## src/rtl/reg_pkg.sv

```systemverilog
`default_nettype none
// +--------------------------------------------------------------------------+
// | Module   : reg_pkg                                                       |
// | Brief    : Shared sizing and named register indices for the reg_file.    |
// | Revision : 1.0 - initial release                                         |
// +--------------------------------------------------------------------------+
package reg_pkg;

  localparam int DATA_W   = 32;
  localparam int ADDR_W   = 5;
  localparam int NUM_REGS = 2 ** ADDR_W;

  localparam int REG_ZERO = 0;
  localparam int REG_SP   = 29;
  localparam int REG_RA   = 31;

endpackage : reg_pkg
`default_nettype wire

```

## src/rtl/reg_file.sv

```systemverilog
`default_nettype none
// +--------------------------------------------------------------------------+
// | Module   : reg_file                                                      |
// | Brief    : 2R1W register file, r0 hard-wired to zero, debug read port,   |
// |            committed-write counter. Define REG_FILE_BYPASS_EN for        |
// |            write-before-read forwarding on the rs/rt ports.              |
// | Revision : 1.0 - initial release                                         |
// +--------------------------------------------------------------------------+
module reg_file
  import reg_pkg::*;
#(
  parameter int DATA_W = reg_pkg::DATA_W,
  parameter int ADDR_W = reg_pkg::ADDR_W
) (
  input  logic              clk,
  input  logic              rst_n,
  input  logic [ADDR_W-1:0] rs_addr,
  input  logic [ADDR_W-1:0] rt_addr,
  output logic [DATA_W-1:0] rs_data,
  output logic [DATA_W-1:0] rt_data,
  input  logic              wr_en,
  input  logic [ADDR_W-1:0] wr_addr,
  input  logic [DATA_W-1:0] wr_data,
  input  logic [ADDR_W-1:0] dbg_addr,
  output logic [DATA_W-1:0] dbg_data,
  output logic [15:0]       wr_count
);

  localparam int c_num_regs = 2 ** ADDR_W;

  logic [DATA_W-1:0] r_regs [c_num_regs];
  logic [15:0]       r_wr_count;
  logic              w_commit;

  assign w_commit = wr_en && (wr_addr != ADDR_W'(REG_ZERO));

  always_ff @(posedge clk or negedge rst_n) begin
    if (!rst_n) begin
      for (int i = 0; i < c_num_regs; i++) begin
        r_regs[i] <= '0;
      end
      r_wr_count <= '0;
    end else if (w_commit) begin
      r_regs[wr_addr] <= wr_data;
      r_wr_count      <= r_wr_count + 16'd1;
    end
  end

  // r0 is masked on the read side, so its storage never needs to be written.
  function automatic logic [DATA_W-1:0] f_read(input logic [ADDR_W-1:0] addr);
    return (addr == ADDR_W'(REG_ZERO)) ? '0 : r_regs[addr];
  endfunction

`ifdef REG_FILE_BYPASS_EN
  logic w_fwd;

  // Forwarding is held off during reset so the ports still read zero.
  always_comb begin
    w_fwd   = rst_n && w_commit;
    rs_data = (w_fwd && (rs_addr == wr_addr)) ? wr_data : f_read(rs_addr);
    rt_data = (w_fwd && (rt_addr == wr_addr)) ? wr_data : f_read(rt_addr);
  end
`else
  always_comb begin
    rs_data = f_read(rs_addr);
    rt_data = f_read(rt_addr);
  end
`endif

  always_comb begin
    dbg_data = f_read(dbg_addr);
  end

  assign wr_count = r_wr_count;

`ifndef SYNTHESIS
  a_wr_addr_known : assert property (@(posedge clk) disable iff (!rst_n)
    wr_en |-> !$isunknown(wr_addr));
`endif

endmodule : reg_file
`default_nettype wire

```

## config.mk

```make
export PLATFORM = sky130hd
export DESIGN_NAME = reg_file
export DESIGN_NICKNAME = d
export VERILOG_FILES = /design/src/rtl/reg_pkg.sv /design/src/rtl/reg_file.sv
export SDC_FILE = /design/constraint.sdc
export NUM_CORES = 2
export LEC_CHECK = 0
export CORE_ASPECT_RATIO = 1.2
export CORE_MARGIN = 2
export CORE_UTILIZATION = 55
export DETAILED_ROUTE_END_ITERATION = 8
export HOLD_SLACK_MARGIN = 0.05
export PLACE_DENSITY = 0.81
export SLEW_MARGIN = 25
export SYNTH_ARGS = -nofsm -noshare
export SYNTH_HDL_FRONTEND = slang
export SYNTH_SLANG_ARGS = --single-unit
```

## constraint.sdc

```tcl
create_clock -name clk -period 3.7 [get_ports clk]
set_input_delay 0.74 -clock clk [delete_from_list [all_inputs] [get_ports clk]]
set_output_delay 0.74 -clock clk [all_outputs]
set_load 0.05 [all_outputs]
```

# Word-level counts from Yosys, hierarchy flattened

Index checks and enable logic that the tools add are counted.
Widths: inputs -> output; s select.

Latch bits: 0
Output and inout bits: 112
Bits of input ports: 55
Memory bits (writable): 0
ROM bits: 0
Flip-flop bits (word level): 1040
Memories kept: 0

$mul: 0
Multiplexer cells: 15
Magnitude comparators: 5
Reduce and logical (&&, ||, !) cells: 6
Equality and inequality tests: 0
Add/sub/neg operators: 1
Div/mod/pow operators: 0
Bitwise logic cells: 4
Shift-type cells: 0

Operator list:

| operator              | count |
|---|---|
| $bwmux 1024           | 1 |
| $bmux 32 s5           | 3 |
| $mux 32               | 10 |
| $demux 32 s5          | 1 |
| $ge 6x6->1 const B    | 4 |
| $not 5->6             | 4 |
| $add 16x1->16 const B | 1 |
| $logic_not 5->1       | 3 |
| $lt 6x1->1 const B    | 1 |
| $reduce_bool 5->1     | 1 |
| $logic_and 1x1->1     | 2 |

# Logic depth before layout (Yosys ltp)

Depth after elaboration: 6
Mapped depth: 9

# Worst setup path before layout

Ideal clock, no wire load.

Kind: input-to-output
Start point: input rt_addr[2]
End point: output rt_data[25]
Required time: 2.960 ns
Data arrival time: 4.243 ns
Path slack: -1.283 ns
Cell stages on the path: 7
Buffers on the path: 3
Cells stage by stage: buf_2 > or3b_1 > clkbuf_1 > buf_1 > o221ai_1 > a221oi_1 > a2111oi_0

Longest elaborated chain between the ends: 5
Elaborated cells between the ends (all ways): 6
Those cells by class: 4 x mux; 1 x bitwise; 1 x reduce/logical

RTL lines:

| what                                       | line           | text |
|---|---|---|
| start: declaration                         | reg_file.sv:18 | `input logic [ADDR_W-1:0] rt_addr,` |
| $not 5->6 (implied by the code)            | reg_file.sv:51 | `return (addr == ADDR_W'(REG_ZERO)) ? '0 : r_regs[addr];` |
| $bmux 32 s5                                | reg_file.sv:51 |  |
| $mux 32 (implied by the code) (2 in a row) | reg_file.sv:51 |  |
| $mux 32 (*)                                | reg_file.sv:51 |  |
| end: declaration                           | reg_file.sv:20 | `output logic [DATA_W-1:0] rt_data,` |

Mark *: on every way between the ends. The rest lies on a longest branch, timed or not. The select of a mux whose other input is x is not followed.

# Final worst setup path

Start point: input dbg_addr[4]
End point: output dbg_data[13]

Longest elaborated chain between the ends: 5
Elaborated cells between the ends (all ways): 6
Those cells by class: 4 x mux; 1 x bitwise; 1 x reduce/logical

RTL lines:

| what                                       | line           | text |
|---|---|---|
| start: declaration                         | reg_file.sv:24 | `input logic [ADDR_W-1:0] dbg_addr,` |
| $not 5->6 (implied by the code)            | reg_file.sv:51 |  |
| $bmux 32 s5                                | reg_file.sv:51 |  |
| $mux 32 (implied by the code) (2 in a row) | reg_file.sv:51 |  |
| $mux 32 (*)                                | reg_file.sv:51 |  |
| end: declaration                           | reg_file.sv:25 | `output logic [DATA_W-1:0] dbg_data,` |

Marks and branches as above.

==> summary.txt <==
Status - finished with violations
Violations in the final reports - setup timing
Number of library cell types mapped by synthesis - 54
Cell with the largest stage delay on the worst path - clkdlybuf4s50_1
Htree depth - 3
Most frequent cell on the critical path - buf_12
First-pass GRT wire length - 327,000 µm
Total Die Area - 117,000 µm²
Net total in the final layout - 4,581
Area of all placed cells without fillers - 74,800 µm²
Most instantiated flip-flop cell in the synthesis netlist - dfrtp_1
Mean Syn Cell Area - 14.7 µm²
Number of primary I/O pins - 167
Post-synthesis cell count - 4,295
Final worst path period need - 3.78 ns
Routed via count - 46,900
Tcrit/Tclk final - 102%
Clock buffers created by TritonCTS - 103
Final std cells w/o fill - 6,131
Flop2flop setup slack - 2.14 ns
Post-synth EDFFs - 0
Pre-antenna DRT Iters - 5
Total core area - 114,000 µm²
Worst path max stage delay - 0.65 ns
FF-to-FF path depth - 4
Hold depth - 0
Clock sink total - 1,040
Maximum count of clock buffers along a single path - 3
Number of buffers inserted by port buffering - 166
Starting density of the core - 55.2%
Crit path setup slack, layout - -0.0821 ns
Launch instance of the worst min-delay path - r_regs[992]$_DFFE_PN0P_
Number of instances in the placed design - 5,932
Clock tree from TritonCTS - yes
Placed cell areas - 70,800 µm²
CP Data Required Time - 2.96 ns
CTS root buffer - clkbuf_16
Power per standard cell area - 513 nW/µm²
Achievable frequency - 264 MHz
Clock latency reported for the late side of the worst-skew pair - 0.72 ns
Type of the worst min-delay path - flip-flop to flip-flop
Worst IR Drop VDD - 0.384 mV
Number of hold violations in the final report - 0
Crit Reg-Reg Startpoint - wr_count[2]$_DFFE_PN0P_
Total Routed Length - 223,000 µm
Max transition margin - 27.1%
Max-cap violations - 0
Setup skew after layout - 0.0268 ns
Count of yosys warnings during synthesis - 0
Proportion of register bits with asynchronous set or reset after synthesis - 100%
CP Data Arrival Time - 3.04 ns
End of the worst register-to-register path - wr_count[15]$_DFFE_PN0P_
Max-slew violation count - 0
CP Capture Type - primary output
Antenna violations before repair - 9
Overall die height - 375 µm
Sequential area share after synthesis - 41.3%
Worst Hold Path EP - r_regs[992]$_DFFE_PN0P_
DRC viols - 0
Finish-stage setup viols - 4
Pin count of the biggest net entering global routing - 109
Class of the most critical setup path - input pin to primary output
Sequence of cells on the critical path - clkdlybuf4s50_1 -> or2_4 -> buf_12 -> o22ai_1 -> nor3_2 -> buf_12
Wire length per cell after detailed routing - 36.4 µm
Leakage power figure - 31.8 nW
RSZ-0062 raised after global routing - true
Layout fillers - 7,555
Count of nets left with antenna violations after detail routing - 0
Type of origin of the critical path - input pin
First-iteration detailed-routing DRC count - 6,705
Yosys reg bits - 1,040
Final HPWL DP - 142,000 µm
Layout cell share with drive strength beyond 1 - 58.1%
Clock transition at the registers of the reported paths - 0.07 ns
Layout overhead on the synthesized area - 18.7%
Post-synthesis net count - 4,351
Peak fanout along the critical path - 30
Worst-margin pin slew - 1.09 ns
Worst setup slack after placement - -0.460 ns
Chip width - 313 µm
Syn Std Cell Area - 63,000 µm²
Total congestion overflow after global routing - 0
Utilization after layout - 65.5%
Global router's overall resource usage - 38.0%
Final weighted congestion of routability-driven global placement - 0.962
Via density - 7.65
Vias in the first global route - 47,900
Row count - 136
layer usage:
layer / wire [µm] / up-vias / track usage [%]
li1: - / 17600 / -
met1: 74900 / 24200 / 47.2
met2: 98900 / 3979 / 56.3
met3: 30400 / 1137 / 12.5
met4: 19000 / 10 / 26.6
met5: 89 / - / 0
Yosys cell counts (29+ instances only):
master | n | share of area [%]
mux2_2 | 1047 | 19
dfrtp_1 | 1040 | 41
mux4_2 | 668 | 24
mux2i_1 | 294 | 4.7
clkbuf_1 | 266 | 1.6
buf_2 | 136 | 1.1
o22ai_1 | 94 | 0.93
a22oi_1 | 80 | 0.95
nor3_1 | 78 | 0.62
buf_1 | 66 | 0.39
nor2b_1 | 59 | 0.59
a22o_1 | 58 | 0.81
a211oi_1 | 52 | 0.62
buf_4 | 42 | 0.50
a21oi_1 | 40 | 0.32
a2111oi_0 | 35 | 0.49
o221ai_1 | 30 | 0.42
nand2_1 | 29 | 0.17
worst max-delay path: cells and delay by family:
kind	cells	cell delay (ns)
and+or+nand+nor	2	0.84
buffers and inverters	3	1.22
AOI/OAI and AO/OA	1	0.20
cell type report:
cell class | instances | area [µm²] | share of cell area [%]
inverter | 8 | 30.0 | 0.0401
clock inverter | 50 | 713 | 0.953
multi-input combinational | 2726 | 35700 | 47.8
sequential | 1040 | 26000 | 34.8
antenna | 6 | 15.0 | 0.0201
tap | 1518 | 1900 | 2.54
timing repair buffer | 646 | 7530 | 10.1
clock buffer | 137 | 2880 | 3.85
stage by stage:
stage	total power [mW]	setup TNS, ns	hold WS, ns
3_5_place_dp	26.6	-5.36	0.405
5_1_grt	39.5	-0.0914	0.433
2_1_floorplan	22.6	0	0.444
4_1_cts	38.0	0	0.420
3_3_place_gp	26.1	-4.91	0.401
6_report	38.4	-0.177	0.426
cell families after synthesis:
logic type,Yosys count,share of synthesized area [%]
mux,2014,47.3
flops,1040,41.3
buf+inv,529,3.79
compound gates,420,4.98
simple gates,276,2.40
xor+xnor,15,0.208
fa+ha+maj,1,0.0198
state kept, by name (all words and copies together) (netlist names):
register  count
r_regs     1024
wr_count     16
cells in the final DEF, fill, tap and decap left out, types with 61 or more instances in the layout:
cell type  synthesis  layout
mux2_2          1047    1047
dfrtp_1         1040    1040
mux4_2           668     668
buf_4             42     364
mux2i_1          294     294
buf_12             0     203
clkbuf_16          0     105
o22ai_1           94      90
a22oi_1           80      80
nor3_2             0      61
repair_timing:
action | CTS | global route
pin swaps | 6 | 1
resized for setup | 52 | 49
hold buffers | 1 | 0
endpoints found under the hold margin | 44 | 0
setup endpoints to repair | 54 | 40
buffers inserted | 1 | 4
cloned | 0 | 0
power by group:
| part | switching [mW] | total (mW) | internal, mW |
|---|---|---|---|
| registers | 2.37 | 15.9 | 13.5 |
| clock network | 4.79 | 11.4 | 6.64 |
| logic | 4.82 | 11.0 | 6.18 |
| total | 12.0 | 38.4 | 26.4 |
worst max path at each step:
| stage | start | endpoint | cells past startpoint |
|---|---|---|---|
| 2_1_floorplan | rt_addr[2] | rt_data[25] | 7 |
| 3_3_place_gp | rt_addr[3] | rt_data[2] | 10 |
| 3_5_place_dp | rt_addr[3] | rt_data[2] | 10 |
| 4_1_cts | dbg_addr[4] | dbg_data[31] | 7 |
| 5_1_grt | rt_addr[0] | rt_data[23] | 8 |
| 6_report | dbg_addr[4] | dbg_data[13] | 6 |
Note: power is estimated with default switching activity, not from simulation.
